`src/rtl/gcd_pkg.sv`:
```
// Shared definitions for the GCD engine: FSM state encoding, algorithm
// selectors and a sizing helper for the Stein shift counter.
package gcd_pkg;

    typedef enum logic [1:0] {
        ST_IDLE = 2'd0,
        ST_CALC = 2'd1,
        ST_DONE = 2'd2
    } state_e;

    localparam int ALGO_SUB   = 0;
    localparam int ALGO_STEIN = 1;

    // Bits needed to count common factors of two up to WIDTH.
    function automatic int k_width(input int width);
        return $clog2(width + 1);
    endfunction

endpackage

```
`src/rtl/gcd_step.sv`:
```
// One combinational GCD iteration: given the current x/y pair, produce the
// next pair, whether a common factor of two was removed, and whether the
// pair is already terminal (equal, or one of them zero).
module gcd_step
    import gcd_pkg::*;
#(
    parameter int WIDTH = 4,
    parameter int ALGO  = ALGO_SUB
) (
    input  logic [WIDTH-1:0] x_i,
    input  logic [WIDTH-1:0] y_i,
    output logic [WIDTH-1:0] x_nxt_o,
    output logic [WIDTH-1:0] y_nxt_o,
    output logic             inc_k_o,
    output logic             terminal_o
);

    logic             x_ge_y_s;
    logic [WIDTH-1:0] sub_x_s;
    logic [WIDTH-1:0] sub_y_s;

    // Larger := larger - smaller; the guard keeps the subtraction from wrapping.
    assign x_ge_y_s = (x_i >= y_i);
    assign sub_x_s  = x_ge_y_s ? (x_i - y_i) : x_i;
    assign sub_y_s  = x_ge_y_s ? y_i : (y_i - x_i);

    // Select the step rule for the configured algorithm and flag terminal pairs.
    always_comb begin
        x_nxt_o    = x_i;
        y_nxt_o    = y_i;
        inc_k_o    = 1'b0;
        terminal_o = (x_i == y_i) || (x_i == {WIDTH{1'b0}}) || (y_i == {WIDTH{1'b0}});
        case (ALGO)
            ALGO_SUB: begin
                x_nxt_o = sub_x_s;
                y_nxt_o = sub_y_s;
            end
            ALGO_STEIN: begin
                case ({x_i[0], y_i[0]})
                    2'b00: begin
                        x_nxt_o = x_i >> 1'b1;
                        y_nxt_o = y_i >> 1'b1;
                        inc_k_o = 1'b1;
                    end
                    2'b01:   x_nxt_o = x_i >> 1'b1;
                    2'b10:   y_nxt_o = y_i >> 1'b1;
                    2'b11: begin
                        x_nxt_o = sub_x_s;
                        y_nxt_o = sub_y_s;
                    end
                    default: begin
                        x_nxt_o = x_i;
                        y_nxt_o = y_i;
                    end
                endcase
            end
            default: begin
                x_nxt_o = sub_x_s;
                y_nxt_o = sub_y_s;
            end
        endcase
    end

endmodule

```
`src/rtl/gcd_engine.sv`:
```
// Autonomous GCD engine with valid/ready handshakes on operand and result
// sides. IDLE accepts a pair, CALC iterates one step per clock, DONE holds
// the result until the sink takes it. abort drops back to IDLE at once
// while leaving the last reported result untouched.
module gcd_engine
    import gcd_pkg::*;
#(
    parameter int WIDTH = 4,
    parameter int ALGO  = ALGO_SUB,
    parameter int CNT_W = 8
) (
    input  logic             clk,
    input  logic             reset,
    input  logic             abort,
    input  logic             in_valid,
    output logic             in_ready,
    input  logic [WIDTH-1:0] x_in,
    input  logic [WIDTH-1:0] y_in,
    output logic             out_valid,
    input  logic             out_ready,
    output logic [WIDTH-1:0] gcd_out,
    output logic [CNT_W-1:0] steps_out,
    output logic             zero_err,
    output logic             busy
);

    localparam int K_W = k_width(WIDTH);

    state_e           state_q, state_d;
    logic [WIDTH-1:0] x_q, x_d;
    logic [WIDTH-1:0] y_q, y_d;
    logic [K_W-1:0]   k_q, k_d;
    logic [CNT_W-1:0] cnt_q, cnt_d;
    logic [WIDTH-1:0] gcd_q, gcd_d;
    logic [CNT_W-1:0] steps_q, steps_d;
    logic             zero_err_q, zero_err_d;

    logic [WIDTH-1:0] x_step_s;
    logic [WIDTH-1:0] y_step_s;
    logic             inc_k_s;
    logic             terminal_s;
    logic [WIDTH-1:0] term_val_s;
    logic             both_zero_s;

    gcd_step #(
        .WIDTH (WIDTH),
        .ALGO  (ALGO)
    ) u_step (
        .x_i        (x_q),
        .y_i        (y_q),
        .x_nxt_o    (x_step_s),
        .y_nxt_o    (y_step_s),
        .inc_k_o    (inc_k_s),
        .terminal_o (terminal_s)
    );

    // Terminal value is the nonzero operand (or x when equal); zero when both are zero.
    assign term_val_s  = (x_q == {WIDTH{1'b0}}) ? y_q : x_q;
    assign both_zero_s = (x_q == {WIDTH{1'b0}}) && (y_q == {WIDTH{1'b0}});

    assign gcd_out   = gcd_q;
    assign steps_out = steps_q;
    assign zero_err  = zero_err_q;

    // State register.
    always_ff @(posedge clk or negedge reset) begin
        if (!reset) begin
            state_q <= ST_IDLE;
        end else begin
            state_q <= state_d;
        end
    end

    // Next-state logic; abort overrides every other transition.
    always_comb begin
        state_d = state_q;
        if (abort) begin
            state_d = ST_IDLE;
        end else begin
            case (state_q)
                ST_IDLE: begin
                    if (in_valid) begin
                        state_d = ST_CALC;
                    end else begin
                        state_d = ST_IDLE;
                    end
                end
                ST_CALC: begin
                    if (terminal_s) begin
                        state_d = ST_DONE;
                    end else begin
                        state_d = ST_CALC;
                    end
                end
                ST_DONE: begin
                    if (out_ready) begin
                        state_d = ST_IDLE;
                    end else begin
                        state_d = ST_DONE;
                    end
                end
                default: state_d = ST_IDLE;
            endcase
        end
    end

    // Handshake outputs decoded from the state register only.
    always_comb begin
        in_ready  = 1'b0;
        out_valid = 1'b0;
        busy      = 1'b0;
        case (state_q)
            ST_IDLE: in_ready  = 1'b1;
            ST_CALC: busy      = 1'b1;
            ST_DONE: out_valid = 1'b1;
            default: in_ready  = 1'b0;
        endcase
    end

    // Datapath next values: latch operands, iterate, or capture the result.
    always_comb begin
        x_d        = x_q;
        y_d        = y_q;
        k_d        = k_q;
        cnt_d      = cnt_q;
        gcd_d      = gcd_q;
        steps_d    = steps_q;
        zero_err_d = zero_err_q;
        if (!abort) begin
            case (state_q)
                ST_IDLE: begin
                    if (in_valid) begin
                        x_d   = x_in;
                        y_d   = y_in;
                        k_d   = {K_W{1'b0}};
                        cnt_d = {CNT_W{1'b0}};
                    end else begin
                        x_d = x_q;
                    end
                end
                ST_CALC: begin
                    if (terminal_s) begin
                        gcd_d      = term_val_s << k_q;
                        steps_d    = cnt_q;
                        zero_err_d = both_zero_s;
                    end else begin
                        x_d = x_step_s;
                        y_d = y_step_s;
                        k_d = k_q + K_W'(inc_k_s);
                        if (cnt_q != {CNT_W{1'b1}}) begin
                            cnt_d = cnt_q + CNT_W'(1'b1);
                        end else begin
                            cnt_d = cnt_q;
                        end
                    end
                end
                default: x_d = x_q;
            endcase
        end else begin
            x_d = x_q;
        end
    end

    // Datapath and result registers.
    always_ff @(posedge clk or negedge reset) begin
        if (!reset) begin
            x_q        <= {WIDTH{1'b0}};
            y_q        <= {WIDTH{1'b0}};
            k_q        <= {K_W{1'b0}};
            cnt_q      <= {CNT_W{1'b0}};
            gcd_q      <= {WIDTH{1'b0}};
            steps_q    <= {CNT_W{1'b0}};
            zero_err_q <= 1'b0;
        end else begin
            x_q        <= x_d;
            y_q        <= y_d;
            k_q        <= k_d;
            cnt_q      <= cnt_d;
            gcd_q      <= gcd_d;
            steps_q    <= steps_d;
            zero_err_q <= zero_err_d;
        end
    end

endmodule
```
`config.mk`:
```
export PLATFORM = sky130hd
export DESIGN_NAME = gcd_engine
export DESIGN_NICKNAME = d
export VERILOG_FILES = /design/src/rtl/gcd_pkg.sv /design/src/rtl/gcd_step.sv /design/src/rtl/gcd_engine.sv
export SDC_FILE = /design/constraint.sdc
export NUM_CORES = 1
export LEC_CHECK = 0
export ABC_AREA = 1
export CAP_MARGIN = 10
export CORE_MARGIN = 1.5
export CORE_UTILIZATION = 29
export CTS_CLUSTER_DIAMETER = 150
export DETAILED_ROUTE_END_ITERATION = 6
export GPL_ROUTABILITY_DRIVEN = 0
export PLACE_DENSITY_LB_ADDON = 0.2
export SYNTH_ARGS = -nofsm -noshare
export SYNTH_HDL_FRONTEND = slang
export SYNTH_SLANG_ARGS = --single-unit
```
`constraint.sdc`:
```
create_clock -name clk -period 1.91 [get_ports clk]
set_input_delay 0.382 -clock clk [delete_from_list [all_inputs] [get_ports clk]]
set_output_delay 0.382 -clock clk [all_outputs]
set_load 0.02 [all_outputs]
```
==> metrics.csv, run 1 <==
stage;metric;value;unit
status;status;finished with violations;
status;violated checks;design-rule violations;
placed_design;IO Port Bufs;28;
clocking;# H-tree levels;2;
yosys;synthesized area;1963;um^2
yosys;register bit total from synthesis;31;
power_and_ir_drop;Peak VDD IR;0.5831;mV
setup_path;critical path class;register to register;
clocking;Root Driver;clkbuf_8;
setup_path;WP data arrival;1.94;ns
cells_and_area;post-route non-filler standard cell count;366;
yosys;post-synthesis cell type count;31;
global_route;initial antenna violation count;0;
cells_and_area;Area Overhead vs Synth;28.74;%
yosys;top-count cell post-synth;nand2_1;
drt;Avg WL per Cell;11.82;um
floorplanning;Site Rows;29;
setup_path;Max FO, Critical Path;8;
clocking;Clock transition at path regs;0.07;ns
yosys;YS warnings;0;
yosys;post-synth top area cell;dfrtp_1;
timing;final setup TNS;0;ns
timing;Fin. Hold Viols;0;
drt;Routed WL;4.327;mm
cells_and_area;share of cells above drive strength 1;21.45;%
yosys;sequential-to-total area share from yosys stat;39.52;%
worst_hold_path;Hold Path Class;register to register;
timing;slew of the pin with the lowest slew margin;0.4082;ns
global_route;largest net degree at the start of global routing;32;
yosys;Syn Nets;270;
placed_design;dpl cell area;2385;um^2
global_route;vias in the first global route;1564;
drt;via/cell ratio;4.511;
floorplanning;die footprint;7272;um^2
cells_and_area;Util after Layout;39.13;%
floorplanning;die extent in y;85.28;um
clocking;Clk Latency, worst-skew pair;0.28;ns
placed_design;placed cells;358;
timing;Worst slew margin;72.78;%
clocking;Num CTS Buffers;5;
timing;Max Freq;563.9;MHz
clocking;hold_buf cts;0;
power_and_ir_drop;Lkg Pwr;1.298;nW
drt;antenna-violating nets left;0;
global_route;first-pass GRT wire length;7.541;mm
drt;total number of vias;1651;
timing;part of the cycle the worst path needs;92.85;%
floorplanning;initial core utilization;30.40;%
clocking;TritonCTS clock tree;yes;
floorplanning;I/O Pins;29;
setup_path;Critical Path Sink Type;register;
global_route;GRT Overall Usage;13.15;%
clocking;# clock sinks;31;
cells_and_area;layout net count;311;
floorplanning;Core Region;6459;um^2
yosys;number of synthesized flops with an enable pin;0;
cells_and_area;# fillers;697;
timing;Final Max Slew Viols;0;
timing;RSZ-0062 raised after global routing;false;
drt;DR DRC count;1;
cells_and_area;post-route design area;2527;um^2
yosys;share of the synthesized area in the top cell type;39.52;%
setup_path;crit start category;register;
clocking;clk buf depth;2;
drt;Starting DRT DRC Count;72;
setup_path;Req. time, crit path;2.07;ns
timing;Fin Hold WS;0.4777;ns
yosys;Async SR Flop Fraction;100.0;%
job;maxcap violations;0;
global_route;gr ovfl total;0;
floorplanning;die width;85.28;um
yosys;main flop type after synthesis;dfrtp_1;
cells_and_area;ant diodes;0;
timing;Setup Viol. Count Final;0;
drt;DRT Pass-1 Iters;6;
yosys;synthesized area per cell;7.948;um^2
timing;Setup Skew;0.007578;ns
yosys;Mapped Cells;247;
yosys;synth top area cells;dfrtp_1, nand2_1, ha_1;
timing;Tmin final;1.773;ns
yosys;top post-synthesis cells by count;nand2_1, dfrtp_1, inv_1;
power_and_ir_drop;PwrDens;1517;nW/um^2
placed_design;hpwl dp;3.285;mm
==> flip-flops by register name, indices dropped and copies added (netlist names) <==
name	flops
state_q	2
steps_out	8
x_q	4
cnt_q	8
y_q	4
zero_err	1
gcd_out	4
==> final cells by class <==
| cell class | count | area (um^2) | share of cell area, % |
|---|---|---|---|
| clock buffers | 6 | 82.58 | 3.267 |
| clock inverters | 2 | 35.03 | 1.386 |
| inverters | 29 | 111.4 | 4.406 |
| multi-input cells | 183 | 1059 | 41.88 |
| flip-flops and latches | 31 | 775.7 | 30.69 |
| well taps | 77 | 96.34 | 3.812 |
| repair buffers | 38 | 367.9 | 14.55 |
==> cell families (layout without fill, tap and decap cells) <==
family | count (synthesis) | count (layout) | synth area share, %
compound gates | 25 | 25 | 8.158
xor+xnor | 5 | 5 | 2.231
fa+ha+maj | 10 | 10 | 7.139
buf+inv | 33 | 75 | 7.839
flops | 31 | 31 | 39.52
simple gates | 143 | 143 | 35.12
==> stage by stage <==
| stage | setup slack (ns) | power, mW |
|---|---|---|
| after floorplan | 0.1664 | 2.490 |
| after global placement | 0.09618 | 3.147 |
| after detailed placement | 0.03394 | 3.143 |
| after CTS | 0.03353 | 3.824 |
| after global routing | 0.002493 | 4.194 |
| final | 0.1366 | 3.835 |
==> where the power goes <==
group | total [mW] | internal (mW) | switching, mW
sequential | 0.964 | 0.826 | 0.137
combinational | 2.20 | 0.856 | 1.34
clock | 0.671 | 0.422 | 0.249
==> metal layers <==
metal	routed length [um]	share of wire, %	track usage, %
met4	44	1.0	3.079
met2	1951	45	20.42
met1	2165	50	18.72
met5	0	0	0
met3	165	3.8	2.918
==> final timing paths <==
check,startpoint,end,slack [ns],depth (start not counted)
setup / recovery,y_q[1]$_DFFE_PN0P_,gcd_out[3]$_DFFE_PN0P_,0.14,12
hold / removal,gcd_out[0]$_DFFE_PN0P_,gcd_out[0]$_DFFE_PN0P_,0.48,2
setup reg to reg,y_q[1]$_DFFE_PN0P_,gcd_out[3]$_DFFE_PN0P_,0.14,12
hold reg to reg,gcd_out[0]$_DFFE_PN0P_,gcd_out[0]$_DFFE_PN0P_,0.48,2
max in group asynchronous,reset,x_q[2]$_DFFE_PN0P_,1.11,2
min in group asynchronous,reset,steps_out[0]$_DFFE_PN0P_,0.50,2
==> placed cells by master (no fill, tap or decap), types with 5 or more instances in the layout <==
| master | count |
|---|---|
| buf_4 | 9 |
| clkbuf_8 | 6 |
| clkdlybuf4s50_1 | 25 |
| dfrtp_1 | 31 |
| ha_1 | 7 |
| inv_1 | 22 |
| inv_2 | 6 |
| nand2_1 | 89 |
| nand2_2 | 12 |
| nand2_4 | 5 |
| nand3_1 | 5 |
| nand4_1 | 6 |
| nor2_1 | 14 |
| o21ai_0 | 10 |
| o21ai_2 | 6 |
==> worst max-delay path: stages (launching register included) <==
cell and delay (ns):
dfrtp_1 0.38, inv_1 0.18, ha_1 0.30, nand2_4 0.10, inv_2 0.04, nand2_4 0.08, nand3_2 0.08, nand2_4 0.10
inv_2 0.05, nand2_4 0.12, inv_2 0.09, o21ai_0 0.08, nand2_1 0.06
==> timing repair <==
| action | CTS | global route |
|---|---|---|
| resized for setup | 2 | 7 |
| endpoints found under the hold margin | 0 | 0 |
| setup buffers | 0 | 0 |
| cloned | 0 | 0 |
| endpoints found under the setup margin | 2 | 13 |
Note: power is estimated with default switching activity, not from simulation.
==> run 2, diff against run 1 <==
Settings changed: CORE_MARGIN 1.5 to 1, DONT_BUFFER_PORTS from default to 1.
==> run 2 against run 1 <==
Compared with the run above:
- the flow still finishes with violations (design-rule violations)
- wire length fell by 0.86%
- via count down 7.3%
- clock-buffer cell count is 2 higher
- total power fell by 6.6%
- global-route usage is 0.26 points higher
- critical path depth is the same
- die area fell by 2.3%
- highest routed layer unchanged
==> metrics.csv, run 2 (synthesized netlist as in run 1, its figures left out) <==
stage;metric;value;unit;change
drt;antenna-violating nets left;0;;unchanged
setup_path;Req. time, crit path;2.07;ns;about the same
setup_path;cell at the slowest stage of the critical path;dfrtp_1;;
status;violated checks;design-rule violations;;
power_and_ir_drop;Lkg Pwr;1.181;nW;-9.0%
placed_design;hpwl dp;3.330;mm;+1.4%
cells_and_area;commonest cells after routing, fill and taps aside;nand2_1, dfrtp_1, inv_1;;
timing;Tmin final;1.760;ns;-0.01306 ns
timing;part of the cycle the worst path needs;92.16;%;-0.68 points
timing;Setup Skew;0.005410;ns;-0.002167 ns
cells_and_area;# fillers;696;;-0.14%
clocking;Num CTS Buffers;5;;unchanged
power_and_ir_drop;overall power;3.583;mW;-6.6%
floorplanning;Site Rows;29;;unchanged
clocking;# H-tree levels;2;;unchanged
clocking;# clock sinks;31;;unchanged
setup_path;CP dominant cell by count;nand2_4;;
power_and_ir_drop;PwrDens;1584;nW/um^2;+4.4%
cells_and_area;area taken by multi-input logic gates;1054;um^2;-0.47%
cells_and_area;leading cell type in the layout, fill and taps excluded;nand2_1;;
floorplanning;I/O Pins;29;;unchanged
setup_path;Max FO, Critical Path;7;;-1
timing;Final Max Slew Viols;0;;unchanged
cells_and_area;layout net count;286;;-8.0%
setup_path;Critical Path Sink Type;register;;
floorplanning;initial core utilization;30.40;%;unchanged
timing;Fin. Hold Viols;0;;unchanged
setup_path;CP Cell Sequence;inv_1, ha_2, nand2_4, inv_2, nand2_4, nand3_2, nand2_4, inv_2, nand2_4, buf_4, nand2_1, nand2_1;;
drt;Starting DRT DRC Count;105;;+46%
clocking;Root Driver;clkbuf_8;;
setup_path;Worst R2R Path Depth;12;;unchanged
power_and_ir_drop;Peak VDD IR;0.6113;mV;+4.8%
global_route;largest net degree at the start of global routing;32;;unchanged
setup_path;WP data arrival;1.92;ns;-0.02 ns
timing;RSZ-0062 raised after global routing;false;;
timing;Max Freq;568.1;MHz;+0.74%
cells_and_area;share of cells above drive strength 1;23.48;%;+2.0 points
setup_path;critical path class;register to register;;
drt;via/cell ratio;4.487;;-0.53%
global_route;first-pass GRT wire length;7.514;mm;-0.36%
drt;total number of vias;1530;;-7.3%
floorplanning;die footprint;7102;um^2;-2.3%
cells_and_area;ant diodes;0;;unchanged
worst_hold_path;Hold Path Class;input port to register;;
clocking;setup bufs post-CTS;0;;unchanged
setup_path;crit start category;register;;
worst_hold_path;WHS Path Cells;1;;-1
global_route;initial antenna violation count;0;;unchanged
cells_and_area;Area Overhead vs Synth;15.23;%;
clocking;Clk Latency, worst-skew pair;0.27;ns;about the same
drt;DR DRC count;4;;+3
clocking;TritonCTS clock tree;yes;;
placed_design;IO Port Bufs;0;;-100%
global_route;GRT Overall Usage;13.41;%;+0.26 points
floorplanning;die extent in y;84.28;um;-1.2%
drt;Avg WL per Cell;12.58;um;+6.4%
timing;slew of the pin with the lowest slew margin;0.3756;ns;-0.03261 ns
drt;DRT Pass-1 Iters;6;;unchanged
job;maxcap violations;0;;unchanged
cells_and_area;Reg area;775.7;um^2;unchanged
status;status;finished with violations;;
drt;Routed WL;4.290;mm;-0.86%
clocking;clk buf depth;2;;unchanged
floorplanning;Core Region;6459;um^2;unchanged
setup_path;CP max stage delay;0.39;ns;about the same
timing;Setup Viol. Count Final;0;;unchanged
global_route;gr ovfl total;0;;unchanged
timing;final setup TNS;0;ns;unchanged
floorplanning;die width;84.28;um;-1.2%
global_route;vias in the first global route;1576;;+0.77%
clocking;Clock transition at path regs;0.06;ns;about the same
timing;Worst slew margin;74.87;%;+2.1 points
==> run 2: cell types whose count changed in the layout (fill, tap and decap cells not counted), sizes merged <==
cell / delta
buf: +2
bufinv: -1
clkbuf: +2
clkdlybuf4s50: -25
clkinv: -1
dlygate4sd2: -2
dlygate4sd3: +1
dlymetal6s2s: -1
==> run 2: power breakdown <==
part	switching (mW)	internal (mW)	leakage, nW	total [mW]
clock network	0.235	0.329	0.0515	0.563
logic	1.23	0.737	0.716	1.97
registers	0.226	0.826	0.414	1.05
==> run 2: repair_timing <==
item,CTS,global route
hold buffers,2,0
hold endpoints to repair,31,0
gates resized for setup,0,5
endpoints found under the setup margin,0,13
==> run 2: metrics by stage <==
stage	utilization, %	cells	setup slack [ns]	hold WS, ns	area [um^2]
3_3_place_gp	32.70	331	0.1051	0.08753	2112
4_1_cts	34.72	341	0.05341	0.1789	2242
2_1_floorplan	-	247	0.1664	0.08641	1963
6_report	35.03	341	0.1497	0.1902	2262
3_5_place_dp	32.70	331	0.05993	0.08733	2112
5_1_grt	35.03	341	0.006669	0.1757	2262
==> run 2: worst max-delay path: cells and delay by family, from the launching register on <==
family | cells | cell delay [ns]
DFF | 1 | 0.39
adders and majority gates | 1 | 0.38
buffers and inverters | 4 | 0.39
and+or+nand+nor | 7 | 0.50
==> run 2: path summary, 6_finish.rpt <==
path | start | to | slack, ns
max in group asynchronous | reset | cnt_q[4]$_DFFE_PN0P_ | 1.19
hold reg to reg | cnt_q[7]$_DFFE_PN0P_ | cnt_q[7]$_DFFE_PN0P_ | 0.47
setup / recovery | y_q[2]$_DFFE_PN0P_ | gcd_out[3]$_DFFE_PN0P_ | 0.15
hold / removal | out_ready | state_q[1]$_DFF_PN0_ | 0.19
min in group asynchronous | reset | steps_out[1]$_DFFE_PN0P_ | 0.54
setup reg to reg | y_q[2]$_DFFE_PN0P_ | gcd_out[3]$_DFFE_PN0P_ | 0.15
==> run 2: layout make-up <==
cell class	count	area share, %
repair buffers	13	5.531
inverters	29	4.923
well taps	77	4.259
flip-flops and latches	31	34.29
multi-input cells	183	46.57
clock buffers	8	4.425
==> run 2: per-layer routing <==
metal  up-vias  GRT usage (%)  part of all wire, %
met2        19          21.24                   44
met3         2          3.245                  4.3
met1       701          18.47                   51
met5         -              0                    0
met4         0          3.292                 0.65
li1        808              -                    -
==> run 3, diff against run 2 <==
Settings changed: SLEW_MARGIN from default to 0.
==> results of run 3 <==
No change in the layout: final DEF, timing and power equal those of run 2.
